`src/rtl/dm_arbiter.sv`:
```
// dm_arbiter: shares one data memory between the CPU load/store port (A)
// and an auxiliary master (B). At most one access is granted per cycle;
// load data returns registered one cycle after the grant. A contention
// pointer and a saturating contention counter are kept for monitoring.
//
// Optional feature macro: DM_ARB_RR_EN
//   defined   -> round-robin on contention (the port that is not `last` wins)
//   undefined -> fixed priority, port A always wins contention
module dm_arbiter #(
   parameter int unsigned CNT_W = 16
) (
   input  logic             clk,
   input  logic             reset,
   // port A (CPU)
   input  logic             a_req,
   input  logic             a_we,
   input  logic [2:0]       a_size,
   input  logic [31:0]      a_addr,
   input  logic [31:0]      a_wdata,
   output logic             a_gnt,
   output logic             a_rvalid,
   output logic [31:0]      a_rdata,
   // port B (auxiliary master)
   input  logic             b_req,
   input  logic             b_we,
   input  logic [2:0]       b_size,
   input  logic [31:0]      b_addr,
   input  logic [31:0]      b_wdata,
   output logic             b_gnt,
   output logic             b_rvalid,
   output logic [31:0]      b_rdata,
   // data memory pins
   output logic             dm_we,
   output logic [2:0]       dm_size,
   output logic [31:0]      dm_wd,
   output logic [31:0]      dm_a,
   input  logic [31:0]      dm_rd,
   // monitoring
   output logic [CNT_W-1:0] conflict_cnt
);

   // last port granted under contention: 0 = A, 1 = B
   logic             last_q, last_d;
   logic             a_rvalid_q, a_rvalid_d;
   logic             b_rvalid_q, b_rvalid_d;
   logic [31:0]      a_rdata_q, a_rdata_d;
   logic [31:0]      b_rdata_q, b_rdata_d;
   logic [CNT_W-1:0] cnt_q, cnt_d;

   logic both_req;
   logic win_a;
   logic win_b;

   assign both_req = a_req & b_req;

`ifdef DM_ARB_RR_EN
   // Round-robin: under contention the port that did not win last time wins.
   assign win_a = a_req & (~b_req | last_q);
   assign win_b = b_req & (~a_req | ~last_q);
`else
   // Fixed priority: A always wins contention; `last` is tracked but unused here.
   assign win_a = a_req;
   assign win_b = b_req & ~a_req;
`endif

   // Grants are suppressed while reset is high so no store can reach DM.
   assign a_gnt = win_a & ~reset;
   assign b_gnt = win_b & ~reset;

   // Steer the winning port's command onto the DM pins; idle pins are zero.
   always_comb begin
      // NOTE: every output gets a default first so no path leaves it unassigned (no latch).
      dm_we   = 1'b0;
      dm_size = 3'd0;
      dm_wd   = 32'd0;
      dm_a    = 32'd0;
      if (a_gnt) begin
         dm_we   = a_we;
         dm_size = a_size;
         dm_wd   = a_wdata;
         dm_a    = a_addr;
      end else if (b_gnt) begin
         dm_we   = b_we;
         dm_size = b_size;
         dm_wd   = b_wdata;
         dm_a    = b_addr;
      end
   end

   // Next-state: contention pointer, load capture and contention counter.
   always_comb begin
      last_d     = last_q;
      a_rvalid_d = a_gnt & ~a_we;
      b_rvalid_d = b_gnt & ~b_we;
      a_rdata_d  = a_rdata_q;
      b_rdata_d  = b_rdata_q;
      cnt_d      = cnt_q;

      if (both_req && (a_gnt || b_gnt)) begin
         last_d = b_gnt;
      end
      if (a_gnt && !a_we) begin
         a_rdata_d = dm_rd;
      end
      if (b_gnt && !b_we) begin
         b_rdata_d = dm_rd;
      end
      // Saturate at all-ones rather than wrapping.
      if (both_req && !(&cnt_q)) begin
         cnt_d = cnt_q + CNT_W'(1);
      end
   end

   // State registers with synchronous reset; reset drops any in-flight rvalid.
   always_ff @(posedge clk) begin
      // NOTE: non-blocking assignments so all registers update from pre-edge values.
      if (reset) begin
         last_q     <= 1'b1;
         a_rvalid_q <= 1'b0;
         b_rvalid_q <= 1'b0;
         a_rdata_q  <= 32'd0;
         b_rdata_q  <= 32'd0;
         cnt_q      <= '0;
      end else begin
         last_q     <= last_d;
         a_rvalid_q <= a_rvalid_d;
         b_rvalid_q <= b_rvalid_d;
         a_rdata_q  <= a_rdata_d;
         b_rdata_q  <= b_rdata_d;
         cnt_q      <= cnt_d;
      end
   end

   assign a_rvalid     = a_rvalid_q;
   assign b_rvalid     = b_rvalid_q;
   assign a_rdata      = a_rdata_q;
   assign b_rdata      = b_rdata_q;
   assign conflict_cnt = cnt_q;

endmodule

```
`config.mk`:
```
export PLATFORM = sky130hd
export DESIGN_NAME = dm_arbiter
export DESIGN_NICKNAME = d
export VERILOG_FILES = /design/src/rtl/dm_arbiter.sv
export SDC_FILE = /design/constraint.sdc
export NUM_CORES = 1
export LEC_CHECK = 0
export CORE_MARGIN = 2
export CORE_UTILIZATION = 25
export DETAILED_ROUTE_END_ITERATION = 6
export PLACE_DENSITY_LB_ADDON = 0.12
export SLEW_MARGIN = 5
export SYNTH_ARGS = -nofsm -noshare
export SYNTH_HDL_FRONTEND = slang
export SYNTH_SLANG_ARGS = --single-unit
```
`constraint.sdc`:
```
create_clock -name clk -period 1.9 [get_ports clk]
set_input_delay 0.19 -clock clk [delete_from_list [all_inputs] [get_ports clk]]
set_output_delay 0.19 -clock clk [all_outputs]
set_load 0.005 [all_outputs]
```
==> run metrics, run 1 <==
design area around 7700 um^2; 1st-iter DRT viols ~170; GRT Resource Usage Total a little over a fifth; Setup crit end kind output port; Slowest-stage cell, CP clkdlybuf4s50_1; Setup WS pre-CTS -0.330 ns; Synth top area share about 44%; maximum root-to-sink buffer count 2; Layout area overhead 107%; Initial DRT Pass Iterations 6; sequential share of the synthesized area between 40 and 50%; Initial Util between 20% and 30%; crit-path max cell delay ~0.5 ns; Required @ worst endpoint around 1.7 ns; worst clock skew approximately 0.0040 ns; DP Area around 7400 um^2; CP Cell Sequence clkdlybuf4s15_2 > nor3b_4 > buf_6 > buf_4 > a22o_1 > clkdlybuf4s50_1; TNS Setup 0 ns; Most used DFF post-synth dfxtp_1; Ports 324; combinational share of power about 22%; Max Slew Vio Count 0; vias in the first global route around 4,800; most common cell after layout, fill and taps aside clkdlybuf4s50_1; fin util a little over half; worst setup path category input pin to output port; Net Switching between 1 and 1.5 mW; Switching Share a little under a quarter; total CTS buffers 9; I/O Buffers 323; Syn Area/Cell ~8.0 um^2; FP Rows 44; Flop pwr share roughly two fifths; PwrDens between 500 and 600 nW/um^2; Worst-path clk slew 0.06 ns; Final #Nets ~970; Clk pwr share 37.4%; Root Buffer clkbuf_16; met2 routed WL about 9100 um; setup slack after layout approximately 0.075 ns; Finish-stage setup viols 0; Critical Path AT approximately 1.6 ns; CTS tree yes; WHS roughly 0.38 ns; routed vias/inst around 4.8; Syn Nets 639; first-pass GRT wire length approximately 26,000 um; hold_buf cts 0; period utilisation layout a little under 100%; Die ar. around 16,000 um^2; mean routed wirelength per cell around 18 um; commonest cells after routing, fill and taps aside clkdlybuf4s50_1, nand2_1, dfxtp_1, a22o_1, a21oi_1; leak pwr between 2 and 3 nW; Yosys warning count 0; Slew @ Worst Pin approximately 0.57 ns; DP HPWL 14,200 um; largest net degree at the start of global routing 52; total clock sinks 82; Core ar. approximately 15,000 um^2; synthesized flop and latch total 82; CTS HTree Levels 3; Synth Instances 466; met3 wire len around 1500 um; EDFF count, synth 0; final hold viol count 0; Die X 126 um; die height around 130 um; cell type with the largest total area after synthesis dfxtp_1; critical path's top delay family buffers and inverters; overflow left after global routing 0; Routed Antenna Nets 0; Int Pwr roughly 3.4 mW; relative slew slack around three fifths; FFs w/ async S/R, synth 0%; largest cells by area after synthesis dfxtp_1, a22o_1, nand2_1, a21oi_1, o21ai_0; max_cap viols 0; Worst Hold Class input pin to register; maximum vdd drop between 0.3 and 0.4 mV; initial antenna violation count 4; Routed WL approximately 17,000 um; GPL Wtd Cong 0.887; DR vias about 4,700; Final Critical Period between 1.5 and 2 ns; startpoint type of the worst setup path input pin; status finished, final reports clean; DRT met1 WL 6570 um; crit path buf inv count 4; DR top layer met5; share of post-route cells with drive strength above 1 8.15%; drt drc 0; Fmax about 0.55 GHz; insertion delay to the later sink of the worst-skew pair approximately 0.33 ns; Critical Path Fanout Max 9; Distinct cells, synth 37; Cell Area, Synth 3720 um^2
cell families after synthesis:
logic type | share of synthesized area, %
adder cells (fa/ha/maj) | 0.337
AO/OA/AOI/OAI | 28.8
flip-flops | 44.2
XOR/XNOR | 0.236
AND/OR/NAND/NOR | 21.0
multiplexers | 0.606
buffers and inverters | 4.91
area by class of cell:
cell class | instances | area [um^2]
antenna | 2 | 5.00
clock buffer | 9 | 225
clock inverter | 5 | 56.3
fill | 1366 | 6830
inverter | 4 | 15.0
multi-input combinational | 339 | 1940
sequential | 82 | 1640
tap | 184 | 230
timing repair buffer | 359 | 3590
metrics by stage:
stage | total power, mW | cells
finish | 4.46 | 984
global route | 4.65 | 982
CTS | 4.51 | 980
detailed placement | 2.83 | 965
global placement | 2.82 | 965
floorplan | 2.07 | 466
sequential cells by signal, indices dropped and copies added, names as in the netlist:
register,count
a_rdata,32
b_rdata,32
conflict_cnt,16
a_rvalid,1
b_rvalid,1
worst paths after layout:
path	start	endpoint	slack, ns	depth (start not counted)
max reg2reg	conflict_cnt[0]$_SDFFE_PP0P_	conflict_cnt[11]$_SDFFE_PP0P_	0.13	4
min reg2reg	b_rdata[27]$_SDFFE_PP0P_	b_rdata[27]$_SDFFE_PP0P_	0.45	2
min	a_req	conflict_cnt[4]$_SDFFE_PP0P_	0.38	4
max	b_req	dm_wd[10]	0.07	6
tightest hold or removal path: cells and delay by family:
kind | cells | cell delay, ns
compound gates | 1 | 0.08
simple gates | 1 | 0.08
buf+inv | 2 | 0.30
timing repair:
item	in CTS	in global routing
gates cloned	1	0
gates resized for setup	16	2
setup buffers	0	2
setup endpoints to repair	70	11
pin swaps	1	0
power by group through the flow:
stage / Clock [mW] / Combinational [mW] / Sequential (mW)
floorplan: 0 / 0.229 / 1.84
global placement: 0 / 0.983 / 1.84
detailed placement: 0 / 0.992 / 1.84
CTS: 1.71 / 0.999 / 1.80
global route: 1.78 / 1.05 / 1.81
finish: 1.67 / 0.990 / 1.80
synth_stat cells, types with 3 or more instances:
cell type  count
clkbuf_1      31
nand3_1        5
a22o_1        68
dfxtp_1       82
nor2b_1        3
o21ai_0       37
and3_1         3
nand2_1      132
or3_1          4
buf_2          8
nor2_1         5
nor4_1         3
or4_1          6
nand4_1        5
o31ai_1        6
a21oi_1       42
layer usage:
metal  GRT usage [%]  vias to the layer above
met1            21.8                     2170
met2            39.2                      176
met5               0                        -
li1                -                     2328
met4            5.88                        4
met3            7.31                       23
(Power assumes the default switching activity.)
==> run 2, diff against run 1 <==
--- a/config.mk
+++ b/config.mk
@@ -8,7 +8,9 @@
 export CORE_MARGIN = 2
 export CORE_UTILIZATION = 25
 export DETAILED_ROUTE_END_ITERATION = 6
+export MAX_ROUTING_LAYER = met4
 export PLACE_DENSITY_LB_ADDON = 0.12
+export RECOVER_POWER = 50
 export SLEW_MARGIN = 5
 export SYNTH_ARGS = -nofsm -noshare
 export SYNTH_HDL_FRONTEND = slang
==> run 2 against run 1 <==
  * Sequential cell count did not move
  * Cell area fell by 0.44%
  * Die area did not move
  * Sequential power barely moved
  * Sequential share of layout area rose by 0.094 points
  * Largest cell class unchanged
  * Largest power group unchanged
==> run metrics, run 2 (same netlist as run 1, synthesis figures left out) <==
total clock sinks ~80; first-pass GRT wire length roughly 26,000 um; critical path depth 6; Critical Path Fanout Max 9; fin util 52.7%; crit-path max cell delay roughly 0.5 ns; worst reg2reg path depth 4; relative slew slack around 44%; largest net degree at the start of global routing 52; Worst Hold Class input pin to register; reg2reg start conflict_cnt[0]$_SDFFE_PP0P_; hold_buf cts 0; routed vias/inst about 4.8; Critical Path AT roughly 1.6 ns; share of post-route cells with drive strength above 1 under 10%; status finished, final reports clean; Slew @ Worst Pin 0.836 ns; most common cell after layout, fill and taps aside clkdlybuf4s50_1; WHS 0.397 ns; commonest cells after routing, fill and taps aside clkdlybuf4s50_1, nand2_1, dfxtp_1, a22o_1, dlygate4sd3_1; mean routed wirelength per cell about 18 um; Layout area overhead 106%; Routed Antenna Nets 0; Die ar. about 16,000 um^2; Initial DRT Pass Iterations 6; initial antenna violation count 4; Max Slew Vio Count 0; worst clock skew between 0.003 and 0.004 ns; Ports roughly 320; critical path's top delay family buffers and inverters; CP Cell Sequence clkdlybuf4s15_2 > nor3b_4 > buf_6 > buf_4 > a22o_1 > clkdlybuf4s50_1; Root Buffer clkbuf_16; CTS HTree Levels 3; DR vias around 4,700; Routed WL roughly 18,000 um; total CTS buffers 9; maximum vdd drop roughly 0.33 mV; vias in the first global route between 4,000 and 5,000; GPL Wtd Cong 0.902; Slowest-stage cell, CP clkdlybuf4s50_1; GRT Resource Usage Total a little over a fifth; FP Rows 44; Worst Hold End conflict_cnt[4]$_SDFFE_PP0P_; worst setup path category input pin to output port; worst hold path depth 4; insertion delay to the later sink of the worst-skew pair around 0.33 ns; Setup crit end kind output port; I/O Buffers roughly 320; Fmax about 0.55 GHz; max_cap viols 0; leak pwr between 2 and 3 nW; Core ar. around 15,000 um^2; area of the multi-input gates about 1900 um^2; 1st-iter DRT viols between 150 and 200; period utilisation layout between 90 and 100%; Register Area 1640 um^2; Die X between 100 and 150 um; Final Critical Period roughly 1.8 ns; Final #Nets about 970; drt drc 0; fill count around 1,400; CTS tree yes; FF-to-FF End conflict_cnt[11]$_SDFFE_PP0P_; R2R Setup Slk roughly 0.13 ns; maximum root-to-sink buffer count 2; Required @ worst endpoint about 1.7 ns; overflow left after global routing 0; Finish-stage setup viols 0; PwrDens approximately 580 nW/um^2; Initial Util between 20% and 30%; final hold viol count 0; DP HPWL about 14,000 um; Hold Startpoint a_req; startpoint type of the worst setup path input pin; Worst-path clk slew roughly 0.060 ns; crit path buf inv count 4; die height 126 um
==> run 2: changes by cell type in the layout (fill, tap and decap cells not counted), sizes merged <==
cell | previous run | this run
dlygate4sd3 | 0 | 49
buf | 38 | 32
diode | 2 | 4
clkbuf | 9 | 15
clkdlybuf4s50 | 315 | 266
==> run 2: repair_timing <==
action	in CTS	in global routing
cloned	1	0
setup endpoints to repair	70	11
gates resized for setup	16	2
buffers inserted	0	2
pin swaps	1	0
==> run 2: layout make-up <==
cell class              count  area share [%]
repair buffers            359            46.3
multi-input cells         339            25.2
flip-flops and latches     82            21.4
well taps                 184            3.00
clock buffers               9            2.94
clock inverters             5           0.734
inverters                   4           0.196
diodes                      4           0.131
==> run 2: worst min-delay path, stage by stage <==
cell and delay [ns]:
clkbuf_2 0.15, nand2_2 0.09, buf_4 0.16, o41ai_1 0.08
==> run 2: worst max-delay path by stage <==
stage                                  from                           end  slack [ns]
2_1_floorplan  conflict_cnt[5]$_SDFFE_PP0P_  conflict_cnt[9]$_SDFFE_PP0P_        0.15
5_1_grt                               b_req                      dm_a[11]     -0.0006
4_1_cts                               b_req                     dm_wd[10]        0.05
6_report                              b_req                     dm_wd[10]        0.08
3_3_place_gp                          a_req                     dm_wd[10]       -0.30
3_5_place_dp                          a_req                      dm_wd[6]       -0.33
==> run 2: metal layers <==
metal,wire length (um),global-route usage (%)
met3,1360,6.07
met5,0,-
met4,299,5.88
met2,9040,39.2
met1,6840,22.4
==> run 2: per-stage QoR <==
stage / total power [mW] / area, um^2 / instances / setup TNS [ns] / worst slack, ns
after global placement: 2.82 / 7360 / 965 / -21.99 / -0.304
after CTS: 4.51 / 7670 / 980 / 0 / 0.0525
final: 4.44 / 7670 / 986 / 0 / 0.0795
after global routing: 4.62 / 7670 / 986 / -0.000631 / -0.000631
after floorplan: 2.07 / 3720 / 466 / 0 / 0.153
after detailed placement: 2.83 / 7360 / 965 / -25.81 / -0.330
==> run 2: power breakdown <==
group / internal (mW) / switching, mW
clock network: 1.00 / 0.669
logic: 0.646 / 0.324
registers: 1.77 / 0.0280
==> run 3, diff against run 2 <==
--- a/config.mk
+++ b/config.mk
@@ -5,9 +5,10 @@
 export SDC_FILE = /design/constraint.sdc
 export NUM_CORES = 1
 export LEC_CHECK = 0
-export CORE_MARGIN = 2
-export CORE_UTILIZATION = 25
+export CAP_MARGIN = 20
+export CORE_AREA = 2 2 125 127
 export DETAILED_ROUTE_END_ITERATION = 6
+export DIE_AREA = 0 0 127 129
 export MAX_ROUTING_LAYER = met4
 export PLACE_DENSITY_LB_ADDON = 0.12
 export RECOVER_POWER = 50
==> run 3 against run 2 <==
  * Sequential power about the same
  * Die area increased by 3.3%
  * Clock power increased by 5%
  * Global-route usage decreased by 0.096 points
  * Power increased by 2.1%
  * Utilization decreased by 1.6 points
  * Sequential cell count unchanged
  * Worst setup slack got worse by 0.011 ns
  * Critical endpoint is now dm_wd[6]
  * Highest routed layer unchanged
==> run metrics, run 3 (same netlist as run 1, synthesis figures left out) <==
TNS Setup 0 ns; Die X around 130 um; Worst-path clk slew around 0.06 ns; Final #Nets 959; Core ar. between 10,000 and 15,000 um^2; Worst Hold Class input pin to register; initial antenna violation count 0; share of post-route cells with drive strength above 1 ~6.8%; Die ar. 16,400 um^2; most common cell after layout, fill and taps aside clkdlybuf4s50_1; Slew @ Worst Pin 0.577 ns; fill count approximately 1,400; Fmax roughly 0.55 GHz; Critical Path AT between 1.5 and 2 ns; final hold viol count 0; routed vias/inst 4.84; Initial Util approximately a quarter; period utilisation layout between 90 and 100%; worst setup path category input pin to output port; Initial DRT Pass Iterations 4; Setup crit end kind output port; hold_buf cts 0; Ports around 320; worst clock skew between 0.007 and 0.008 ns; vias in the first global route about 4,800; Routed WL between 15,000 and 20,000 um; I/O Buffers ~320; 1st-iter DRT viols 248; Routed Antenna Nets 0; worst hold path depth 4; CTS HTree Levels 3; first-pass GRT wire length roughly 26,000 um; DP HPWL roughly 14,000 um; maximum root-to-sink buffer count 2; Register Area 1640 um^2; final non-filler cell total slightly below 1,000; overflow left after global routing 0; FP Rows 45; commonest cells after routing, fill and taps aside clkdlybuf4s50_1, nand2_1, dfxtp_1, a22o_1, dlygate4sd3_1; CTS tree yes; max_cap viols 0; placed cells 959; leak pwr 2.97 nW; GPL Wtd Cong 0.873; Finish-stage setup viols 0; drt drc 0; Root Buffer clkbuf_16; Final Critical Period 1.83 ns; total CTS buffers 9; RSZ-0062 raised after global routing no; maximum vdd drop a little over 0.3 mV; PwrDens 592 nW/um^2; insertion delay to the later sink of the worst-skew pair 0.34 ns; relative slew slack roughly three fifths; Required @ worst endpoint 1.71 ns; startpoint type of the worst setup path input pin; die height 129 um; worst reg2reg path depth 5; area of the multi-input gates 1930 um^2; Critical Path Fanout Max 12; GRT Resource Usage Total a little over a fifth; Layout area overhead 106%; Antenna Cells 0; total clock sinks a little over 80; Max Slew Vio Count 0; mean routed wirelength per cell between 15 and 20 um; DR vias between 4,000 and 5,000; status finished, final reports clean; largest net degree at the start of global routing between 50 and 60
run 3: cell count changes in the layout (fill, tap and decap cells not counted), moves of 2 or more:
cell / delta
buf_4: -12
clkdlybuf4s50_1: -5
diode_2: -4
dlygate4sd3_1: +2
buf_2: +2
dlymetal6s2s_1: +2
bufbuf_16: +2
run 3: area by class of cell:
cell class / instances / area share [%]
inverter: 4 / 0.196
tap: 188 / 3.07
clock buffer: 10 / 3.12
clock inverter: 6 / 0.850
timing repair buffer: 350 / 46.1
sequential: 82 / 21.4
multi-input combinational: 339 / 25.2
run 3: final timing paths:
path | startpoint | endpoint | slack (ns)
hold reg to reg | b_rdata[23]$_SDFFE_PP0P_ | b_rdata[23]$_SDFFE_PP0P_ | 0.45
hold / removal | b_req | conflict_cnt[4]$_SDFFE_PP0P_ | 0.33
setup / recovery | a_req | dm_wd[6] | 0.07
setup reg to reg | conflict_cnt[0]$_SDFFE_PP0P_ | conflict_cnt[14]$_SDFFE_PP0P_ | 0.13
run 3: metal layers:
layer,global-route usage (%),vias to the layer above,part of all wire (%)
met4,7.50,0,2.5
met3,5.74,27,8.2
li1,-,2304,-
met2,37.8,216,51
met5,-,-,0
met1,23.1,2189,38
run 3: report_power, final:
part           leakage, nW  switching [mW]  internal [mW]  total (mW)
sequential           0.666          0.0270           1.77        1.80
clock                0.149           0.705           1.06        1.76
combinational         2.15           0.328          0.645       0.973
run 3: repair_timing:
action / in CTS / in global routing
pin swaps: 1 / 1
endpoints found under the setup margin: 69 / 39
setup buffers: 1 / 0
gates resized for setup: 18 / 6
cloned: 3 / 0
run 3: per-stage QoR:
step                      hold slack [ns]  cell area [um^2]  power [mW]  setup WS [ns]  utilization, %
after floorplan                     0.299              3720        2.07          0.153               -
after global placement              0.443              7260        2.81         -0.300            48.5
after detailed placement            0.450              7260        2.82         -0.356            48.5
after CTS                           0.427              7690        4.61        -0.0138            51.3
after global routing                0.347              7650        4.72         0.0106            51.1
final                               0.326              7650        4.53         0.0685            51.1
run 3: worst max-delay path, stage by stage:
cell	delay, ns
buf_2	0.13
nor3b_4	0.19
buf_6	0.18
bufbuf_16	0.29
a22o_1	0.14
clkdlybuf4s50_1	0.51
